$ cat config.mk
export PLATFORM = sky130hd
export DESIGN_NAME = dsp_result_collector_flat
export DESIGN_NICKNAME = d
export VERILOG_FILES = /design/src/rtl/dsp_result_collector_pkg.sv /design/src/rtl/dsp_result_collector_if.sv /design/src/rtl/dsp_result_fifo.sv /design/src/rtl/dsp_result_collector.sv /design/src/flat_wrapper.sv
export SDC_FILE = /design/constraint.sdc
export NUM_CORES = 1
export LEC_CHECK = 0
export BUFFER_PORTS_ARGS = -buffer_cell sky130_fd_sc_hd__buf_2
export CORE_AREA = 10 10 166 168
export DETAILED_ROUTE_END_ITERATION = 8
export DIE_AREA = 0 0 176 178
export GPL_ROUTABILITY_DRIVEN = 0
export PLACE_DENSITY = 0.85
export SETUP_SLACK_MARGIN = 0.5
export SLEW_MARGIN = 20
export SYNTH_ARGS = -nofsm -noshare
export SYNTH_HDL_FRONTEND = slang
export SYNTH_SLANG_ARGS = --single-unit
$ cat constraint.sdc
create_clock -name clk -period 11.3 [get_ports clk]
set_input_delay 0 -clock clk [delete_from_list [all_inputs] [get_ports clk]]
set_output_delay 0 -clock clk [all_outputs]
set_load 0.01 [all_outputs]
$ cat src/rtl/dsp_result_collector_pkg.sv
// Shared constants and helpers for the DSP result collector and its FIFO.
// Provides the default P width, credit-counter sizing and pointer wrap.
package dsp_result_collector_pkg;

    localparam int PWIDTH = 48;

    // Credits count 0..DEPTH inclusive, so one extra code point is needed.
    function automatic int credit_width(input int depth);
        return $clog2(depth + 1);
    endfunction

    function automatic int ptr_advance(input int ptr, input int depth);
        return (ptr >= depth - 1) ? 0 : ptr + 1;
    endfunction

endpackage

$ cat src/rtl/dsp_result_collector_if.sv
// Issue/result handshake bundle between the DSP issue side, the collector and
// the downstream consumer; the slave modport is the collector's view.
interface dsp_result_collector_if
    import dsp_result_collector_pkg::*;
#(
    parameter int WIDTH = PWIDTH,
    parameter int DEPTH = 8
);
    localparam int CW = credit_width(DEPTH);

    logic             in_valid;
    logic             in_ready;
    logic [WIDTH-1:0] p_in;
    logic             out_valid;
    logic             out_ready;
    logic [WIDTH-1:0] out_data;
    logic [CW-1:0]    credits;

    modport master (
        output in_valid, p_in, out_ready,
        input  in_ready, out_valid, out_data, credits
    );

    modport slave (
        input  in_valid, p_in, out_ready,
        output in_ready, out_valid, out_data, credits
    );

endinterface

$ cat src/rtl/dsp_result_fifo.sv
// Result FIFO with first-word fall-through read; DEPTH need not be a power of
// two, so both pointers wrap explicitly at DEPTH-1.
module dsp_result_fifo
    import dsp_result_collector_pkg::*;
#(
    parameter int WIDTH = PWIDTH,
    parameter int DEPTH = 8
)
(
    input  logic             clk,
    input  logic             rst_n,
    input  logic             i_wr_en,
    input  logic [WIDTH-1:0] i_wr_data,
    input  logic             i_rd_en,
    output logic             o_valid,
    output logic [WIDTH-1:0] o_data
);
    localparam int PW = (DEPTH > 1) ? $clog2(DEPTH) : 1;
    localparam int CW = $clog2(DEPTH + 1);

    logic [WIDTH-1:0] r_mem [DEPTH];
    logic [PW-1:0]    r_wr_ptr;
    logic [PW-1:0]    r_rd_ptr;
    logic [CW-1:0]    r_count;
    logic             w_rd;
    logic             w_full;

    assign w_full  = (r_count == CW'(DEPTH));
    assign o_valid = (r_count != '0);
    assign w_rd    = i_rd_en & o_valid;
    assign o_data  = o_valid ? r_mem[r_rd_ptr] : '0;

    always_ff @(posedge clk or negedge rst_n) begin
        if (!rst_n) begin
            r_wr_ptr <= '0;
            r_rd_ptr <= '0;
            r_count  <= '0;
        end else begin
            if (i_wr_en) begin
                r_wr_ptr <= PW'(ptr_advance(int'(r_wr_ptr), DEPTH));
            end
            if (w_rd) begin
                r_rd_ptr <= PW'(ptr_advance(int'(r_rd_ptr), DEPTH));
            end
            if (i_wr_en && !w_rd) begin
                r_count <= r_count + CW'(1);
            end else if (!i_wr_en && w_rd) begin
                r_count <= r_count - CW'(1);
            end
        end
    end

    // Storage carries no reset; o_data is masked while empty.
    always_ff @(posedge clk) begin
        if (i_wr_en) begin
            r_mem[r_wr_ptr] <= i_wr_data;
        end
    end

    // Credit gating upstream must make a capture into a full FIFO impossible.
    a_no_overflow: assert property (@(posedge clk) disable iff (!rst_n) !(i_wr_en && w_full));

endmodule

$ cat src/rtl/dsp_result_collector.sv
// Issues operands into a fixed-latency DSP pipe and collects its P results.
// Define DSP_RESULT_COLLECTOR_STATS_EN to add saturating pop/stall counters.
module dsp_result_collector
    import dsp_result_collector_pkg::*;
#(
    parameter int WIDTH   = PWIDTH,
    parameter int LATENCY = 4,
    parameter int DEPTH   = 8
)
(
    input  logic                  clk,
    input  logic                  rst_n,
    dsp_result_collector_if.slave bus
`ifdef DSP_RESULT_COLLECTOR_STATS_EN
    ,
    output logic [31:0]           stat_results,
    output logic [31:0]           stat_stall
`endif
);
    localparam int CW = credit_width(DEPTH);

    logic [LATENCY-1:0] r_tokens;
    logic [CW-1:0]      r_credits;
    logic               w_in_ready;
    logic               w_issue;
    logic               w_pop;
    logic               w_capture;
    logic               w_out_valid;

    // Credits cover in-flight plus stored results, so every landing token has room.
    assign w_in_ready = (r_credits < CW'(DEPTH));
    assign w_issue    = bus.in_valid & w_in_ready;
    assign w_pop      = w_out_valid & bus.out_ready;
    assign w_capture  = r_tokens[LATENCY-1];

    assign bus.in_ready  = w_in_ready;
    assign bus.out_valid = w_out_valid;
    assign bus.credits   = r_credits;

    always_ff @(posedge clk or negedge rst_n) begin
        if (!rst_n) begin
            r_tokens <= '0;
        end else begin
            r_tokens <= (r_tokens << 1) | LATENCY'(w_issue);
        end
    end

    always_ff @(posedge clk or negedge rst_n) begin
        if (!rst_n) begin
            r_credits <= '0;
        end else if (w_issue && !w_pop) begin
            r_credits <= r_credits + CW'(1);
        end else if (!w_issue && w_pop && (r_credits != '0)) begin
            r_credits <= r_credits - CW'(1);
        end
    end

    dsp_result_fifo #(
        .WIDTH (WIDTH),
        .DEPTH (DEPTH)
    ) u_fifo (
        .clk       (clk),
        .rst_n     (rst_n),
        .i_wr_en   (w_capture),
        .i_wr_data (bus.p_in),
        .i_rd_en   (bus.out_ready),
        .o_valid   (w_out_valid),
        .o_data    (bus.out_data)
    );

`ifdef DSP_RESULT_COLLECTOR_STATS_EN
    logic [31:0] r_stat_results;
    logic [31:0] r_stat_stall;

    always_ff @(posedge clk or negedge rst_n) begin
        if (!rst_n) begin
            r_stat_results <= '0;
            r_stat_stall   <= '0;
        end else begin
            if (w_pop && (r_stat_results != '1)) begin
                r_stat_results <= r_stat_results + 32'd1;
            end
            if (bus.in_valid && !w_in_ready && (r_stat_stall != '1)) begin
                r_stat_stall <= r_stat_stall + 32'd1;
            end
        end
    end

    assign stat_results = r_stat_results;
    assign stat_stall   = r_stat_stall;
`endif

endmodule

$ cat src/flat_wrapper.sv
// flat-port wrapper written by rule: the top's interface ports become plain ports
module dsp_result_collector_flat import dsp_result_collector_pkg::*;
#(
    parameter int WIDTH   = PWIDTH,
    parameter int LATENCY = 4,
    parameter int DEPTH   = 8
)
  (clk, rst_n, bus_in_valid, bus_p_in, bus_out_ready, bus_in_ready, bus_out_valid, bus_out_data, bus_credits);
  dsp_result_collector_if #(.WIDTH(WIDTH), .DEPTH(DEPTH)) bus_i ();
  input  logic clk;
  input  logic rst_n;
  input wire logic [$bits(bus_i.in_valid)-1:0] bus_in_valid;
  input wire logic [$bits(bus_i.p_in)-1:0] bus_p_in;
  input wire logic [$bits(bus_i.out_ready)-1:0] bus_out_ready;
  output wire logic [$bits(bus_i.in_ready)-1:0] bus_in_ready;
  output wire logic [$bits(bus_i.out_valid)-1:0] bus_out_valid;
  output wire logic [$bits(bus_i.out_data)-1:0] bus_out_data;
  output wire logic [$bits(bus_i.credits)-1:0] bus_credits;
  assign bus_i.in_valid = bus_in_valid;
  assign bus_i.p_in = bus_p_in;
  assign bus_i.out_ready = bus_out_ready;
  assign bus_in_ready = bus_i.in_ready;
  assign bus_out_valid = bus_i.out_valid;
  assign bus_out_data = bus_i.out_data;
  assign bus_credits = bus_i.credits;
  dsp_result_collector #(.WIDTH(WIDTH), .LATENCY(LATENCY), .DEPTH(DEPTH)) u_core (.clk(clk), .rst_n(rst_n), .bus(bus_i));
endmodule
==> flow_metrics.tcl, run 1 <==
set metrics [dict create \
    status "finished, final reports clean" \
    combPwrFrac 0.293 \
    hold_violations 0 \
    layout-drive-gt1-share 0.315 \
    seqPwrFrac 0.421 \
    postSynth.asyncResetShare 0.0448 \
    syn_area_per_cell_sq_um 21.7 \
    min_to "u_core.bus.credits[1]$_DFFE_PN0P_" \
    grtUsageTotal 0.237 \
    ys_seq_area_frac 0.768 \
    peakVddDrop_mv 0.156 \
    h-tree-depth 2 \
    cts_inserted_buffers 39 \
    placementRows 57 \
    final.setup.tns_ns 0 \
    placed_cells 1125 \
    placement.cell_area_sq_mm 0.0165 \
    nNetsFinal 957 \
    fin_area_sq_mm 0.0184 \
    clkSlewWorstSetupHoldPaths_ns 0.06 \
    hp-start "bus_out_ready" \
    timing.rr.start "u_core.u_fifo.r_count[1]$_DFFE_PN0P_" \
    path_class "reg2out" \
    cts.sinks 402 \
    ys_seq_elements 402 \
    r2r_end "u_core.u_fifo.r_count[3]$_DFFE_PN0P_" \
    ioPinCount 106 \
    grt_util_met1 0.307 \
    post_cts_resized 0 \
    clk_latency_ns 0.54 \
    antenna_cells 0 \
    cts_buffer_depth 3 \
    die_w_um 176 \
    min_period_ns 3.50 \
    min_path_type "in2reg" \
    cts-root-buf "clkbuf_16" \
    setup_viol_count_final 0 \
    antenna_found_initial 0 \
    area_growth_pct 17.7 \
    drt_drc_violations_left 0 \
    fp.dieH_um 178 \
    final_util 0.762 \
    rsz0062_at_grt "false" \
    relSlewSlack 0.271 \
    crit_chain "buf_16 -> buf_4 -> mux4_2 -> mux2i_1 -> nor2_1 -> buf_2" \
    finalWirelength_mm 37.1 \
    end_kind "output port" \
    netlist.area_leader.share 0.739 \
    max_stage_delay_ns 0.80 \
    use_met2 0.408 \
    synth_area_leaders "edfxtp_1, mux4_2, mux2i_1" \
    dr.pass1.iters 5 \
    dieArea_sq_mm 0.0313 \
    start_kind "flip-flop" \
    drt_iter0_markers 1090 \
    dp_hpwl_mm 17.9 \
    worstHoldPathCells 4 \
    use_met3 0.0410 \
    core-area_sq_mm 0.0241 \
    vias_per_cell 6.58 \
    crit_slowest_cell "buf_4" \
    required_ns 11.30 \
    synth_area_sq_mm 0.0156 \
    grt_remaining_overflow 0 \
    yosysTopAreaCell "edfxtp_1" \
    synth.distinct_cells 37 \
    powerDensity_mw_per_mm2 252 \
    rrSetupSlack_ns 7.81 \
    p_sw_mw 1.44 \
    cp_data_arrival_time_ns 3.50 \
    yosys_warnings 0 \
    fin_cells 1247 \
    pwr-share-clk 0.286 \
    ys.flop_type "edfxtp_1" \
    grt_max_degree 75 \
    maxSlewViolCount 0 \
    worst_pin_slew_ns 1.09 \
    power.leakage_nw 6.18 \
    cts_tree "built" \
    filler_cell_count 1262 \
    period_share 0.310 \
    avgRoutedWirePerCell_um 29.8 \
    cts_setup_buffers 0 \
    skew_ns 0.0131 \
    grt_pass1_vias 8634 \
    synth_nets 782 \
    num_vias 8207 \
    grt.busiest_layer "met2" \
    numPortBuffers 105 \
    worstRegToRegCells 10 \
    switching_share 0.312 \
    grt_pass1_wl_mm 55.2 \
    p_int_mw 3.18 \
    initial_core_util 0.647 \
    clock.fmax_ghz 0.285 \
    syn_inst 719 \
    synth-edff-count 384 \
    antenna_left 0 \
    drv_cap 0 \
    cp_max_fo 49 \
]
==> state kept, by name (all words and copies together), names as in the netlist <==
register                cells
u_core.bus.credits          4
u_core.r_tokens             4
u_core.u_fifo.r_count       4
u_core.u_fifo.r_mem       384
u_core.u_fifo.r_rd_ptr      3
u_core.u_fifo.r_wr_ptr      3
==> cell usage in the layout, fill, tap and decap left out, drive strengths merged, types with 3 or more instances in the layout <==
master,synthesis,routed
and3,5,5
nand2b,3,3
bufinv,0,5
edfxtp,384,384
ha,9,9
mux4,96,96
buf,20,119
dlygate4sd3,0,51
clkbuf,16,45
dfrtp,18,18
mux2i,51,51
nand2,10,10
a31oi,5,5
clkinvlp,0,3
nor2,55,55
clkinv,0,16
nor3,7,7
o21ai,5,5
inv,7,8
==> through the flow <==
stage               total power [mW]  hold slack, ns  worst slack (ns)
global placement                3.19         -0.0523              8.05
finish                          4.62          0.0496              7.80
global route                    4.80          0.0771              7.51
floorplan                       2.81          -0.296              6.90
CTS                             4.61          0.0158              7.47
detailed placement              3.25         -0.0410              7.85
==> critical path, delay by kind of cell (launching register included) <==
| family | cells | cell delay [ns] |
|---|---|---|
| buffers and inverters | 3 | 1.30 |
| muxes | 2 | 0.86 |
| DFF | 1 | 0.67 |
| and+or+nand+nor | 1 | 0.08 |
==> logic make-up after synthesis <==
logic type / synth area share
buffers and inverters: 0.0123
AND/OR/NAND/NOR: 0.0252
flip-flops: 0.768
adder cells (fa/ha/maj): 0.00978
AO/OA/AOI/OAI: 0.00994
XOR/XNOR: 0.00225
multiplexers: 0.173
==> how the worst max path moves through the flow <==
| stage | slack [ns] | endpoint | from |
|---|---|---|---|
| CTS | 7.47 | bus_out_data[33] | u_core.u_fifo.r_rd_ptr[0]$_DFFE_PN0P_ |
| global route | 7.51 | bus_out_data[16] | u_core.u_fifo.r_rd_ptr[0]$_DFFE_PN0P_ |
| floorplan | 6.90 | u_core.u_fifo.r_mem[0][0]$_DFFE_PP_ | u_core.u_fifo.r_wr_ptr[0]$_DFFE_PN0P_ |
| global placement | 8.05 | u_core.u_fifo.r_count[3]$_DFFE_PN0P_ | u_core.u_fifo.r_count[1]$_DFFE_PN0P_ |
| finish | 7.80 | bus_out_data[16] | u_core.u_fifo.r_rd_ptr[0]$_DFFE_PN0P_ |
| detailed placement | 7.85 | u_core.u_fifo.r_count[3]$_DFFE_PN0P_ | u_core.u_fifo.r_count[0]$_DFFE_PN0P_ |
==> timing repair <==
action,in CTS,in global routing
endpoints found under the setup margin,0,0
endpoints found under the hold margin,407,0
hold buffers,51,0
==> metal layers <==
layer,part of all wire,up-vias
met1,0.37,4262
met4,0.024,0
met3,0.091,67
met2,0.52,562
met5,0,-
li1,-,3316
==> final cells by class <==
cell class | instances | area [sq um] | area share
multi-input combinational | 274 | 3490 | 0.190
inverter | 7 | 26.3 | 0.00143
timing repair buffer | 170 | 1160 | 0.0632
tap | 324 | 405 | 0.0221
clock buffer | 45 | 1020 | 0.0555
sequential | 402 | 12000 | 0.653
clock inverter | 25 | 273 | 0.0149
==> cell usage after synthesis, types with 3 or more instances <==
| master | number |
|---|---|
| a31oi_1 | 5 |
| and3_1 | 5 |
| buf_1 | 4 |
| buf_2 | 13 |
| clkbuf_1 | 16 |
| dfrtp_1 | 18 |
| edfxtp_1 | 384 |
| ha_1 | 9 |
| inv_1 | 5 |
| mux2i_1 | 51 |
| mux4_2 | 96 |
| nand2_1 | 10 |
| nand2b_1 | 3 |
| nor2_1 | 55 |
| nor3_1 | 7 |
| o21ai_0 | 5 |
==> power groups by stage <==
stage                     sequential (mW)  clock [mW]  combinational, mW
after detailed placement             2.00           0               1.25
final                                1.95        1.32               1.35
after global routing                 1.96        1.39               1.45
after global placement               1.98           0               1.21
after floorplan                      1.87           0              0.943
after CTS                            1.98        1.33               1.30
Power figures use the tool's default switching activity.
==> run 2: changes to the inputs <==
Settings changed: CORE_AREA 10 10 166 168 to 10 10 181 183, DIE_AREA 0 0 176 178 to 0 0 191 193, PLACE_DENSITY 0.85 to 0.76.
Clock period 11.3 ns to 3.1 ns, I/O delays scaled along.
==> run 2 against run 1 <==
Critical path depth is 2 lower. Clock power grew to 3.7 times the previous value. Die area increased by 18%. Global-route usage is 6.0 points lower. Largest power group unchanged. Highest routed layer is now met5.
==> flow_metrics.tcl, run 2 (synthesis results as in run 1) <==
set metrics [dict create \
    status "finished, final reports clean" \
    end_kind "output port" \
    cts_tree "built" \
    cp_max_fo 49 \
    dp_hpwl_mm 17.6 \
    core-area_sq_mm 0.0292 \
    rsz0062_at_grt "false" \
    antenna_left 0 \
    num_vias 7655 \
    worst_pin_slew_ns 1.12 \
    fin_area_sq_mm 0.0188 \
    drv_cap 0 \
    cp_data_arrival_time_ns 2.45 \
    relSlewSlack 0.256 \
    placementRows 63 \
    cts_inserted_buffers 40 \
    layout-drive-gt1-share 0.332 \
    dieArea_sq_mm 0.0369 \
    fin_cells 1333 \
    skew_ns 0.0137 \
    period_share 0.791 \
    grt_pass1_vias 8220 \
    dr.pass1.iters 4 \
    numPortBuffers 105 \
    grt_pass1_wl_mm 49.5 \
    path_class "reg2out" \
    cts-root-buf "clkbuf_16" \
    clkSlewWorstSetupHoldPaths_ns 0.06 \
    cts.sinks 402 \
    min_period_ns 2.45 \
    start_kind "flip-flop" \
    h-tree-depth 2 \
    grt_max_degree 52 \
    avgRoutedWirePerCell_um 23.9 \
    setup_viol_count_final 0 \
    clk_latency_ns 0.52 \
    finalHoldWorstSlack_ns 0.284 \
    finalWirelength_mm 31.9 \
    filler_cell_count 1867 \
    layout_common_cells "edfxtp_1, buf_2, mux4_2" \
    grtUsageTotal 0.177 \
    min_path_type "in2reg" \
    drt_drc_violations_left 0 \
    drt_iter0_markers 571 \
    largest_reg_flops 384 \
    ioPinCount 106 \
    hold_violations 0 \
    initial_core_util 0.534 \
    powerDensity_mw_per_mm2 899 \
    grt_remaining_overflow 0 \
    nNetsFinal 976 \
    regMostFlops "u_core.u_fifo.r_mem" \
    maxSlewViolCount 0 \
    antenna_found_initial 3 \
    clock.fmax_ghz 0.408 \
    cts_buffer_depth 3 \
    placed_cells 1204 \
    power.leakage_nw 6.33 \
    required_ns 3.10 \
    final_common_cell "edfxtp_1" \
    vias_per_cell 5.74 \
    peakVddDrop_mv 0.519 \
    die_w_um 191 \
    placement.cell_area_sq_mm 0.0168 \
    fp.dieH_um 193 \
    area_growth_pct 20.4 \
]
run 2: changes by cell type in the layout (fill, tap and decap cells not counted), moves of 2 or more:
cell | previous run | this run
nor3_2 | 2 | 0
clkbuf_1 | 5 | 7
nor3_4 | 0 | 2
diode_2 | 0 | 2
buf_4 | 13 | 20
clkinv_1 | 6 | 3
buf_12 | 0 | 9
run 2: what timing repair did:
action,CTS,global route
setup buffers,5,0
hold buffers,51,1
cloned,0,0
pin swaps,0,1
endpoints found under the setup margin,31,1
hold endpoints to repair,407,2
resized for setup,3,6
run 2: final timing paths:
kind	start	end	slack, ns	depth (start not counted)
setup / recovery	u_core.u_fifo.r_count[1]$_DFFE_PN0P_	bus_out_data[39]	0.65	4
hold / removal	bus_p_in[40]	u_core.u_fifo.r_mem[0][40]$_DFFE_PP_	0.28	2
setup reg to reg	u_core.u_fifo.r_count[1]$_DFFE_PN0P_	u_core.u_fifo.r_count[3]$_DFFE_PN0P_	0.70	9
hold reg to reg	u_core.r_tokens[1]$_DFF_PN0_	u_core.r_tokens[2]$_DFF_PN0_	0.35	0
max in group asynchronous	rst_n	u_core.u_fifo.r_rd_ptr[1]$_DFFE_PN0P_	1.76	3
min in group asynchronous	rst_n	u_core.bus.credits[0]$_DFFE_PN0P_	0.68	3
run 2: area by class of cell:
cell class,instances,area (sq um),share of cell area
clock buffer,49,1070,0.0567
tap,390,488,0.0260
timing repair buffer,188,1420,0.0755
antenna,2,5.00,0.000266
sequential,402,12000,0.638
inverter,7,31.3,0.00166
clock inverter,21,267,0.0142
multi-input combinational,274,3520,0.187
run 2: stage by stage:
step	utilization	setup WS (ns)	TNS (ns)	power [mW]
after floorplan	-	-0.00867	-0.832	10.2
after global placement	0.576	0.472	0	11.9
after detailed placement	0.576	0.403	0	12.0
after CTS	0.641	0.503	0	17.1
after global routing	0.643	0.524	0	17.7
final	0.643	0.648	0	16.9
run 2: metal layers:
layer,global-route usage,part of all wire
met5,0,0.00041
met3,0.0374,0.065
met4,0.0433,0.014
met1,0.239,0.42
met2,0.292,0.50
run 2: critical path, stage by stage, from the launching register on:
cell and delay, ns:
dfrtp_2 0.44, nor4_4 0.35, buf_4 0.69, nor2_1 0.24
buf_2 0.21
run 2: power breakdown:
part	switching (mW)	internal (mW)	leakage, nW
Combinational	2.61	2.45	2.00
Clock	1.93	2.95	0.647
Sequential	0.460	6.50	3.68
Total	5.00	11.9	6.33
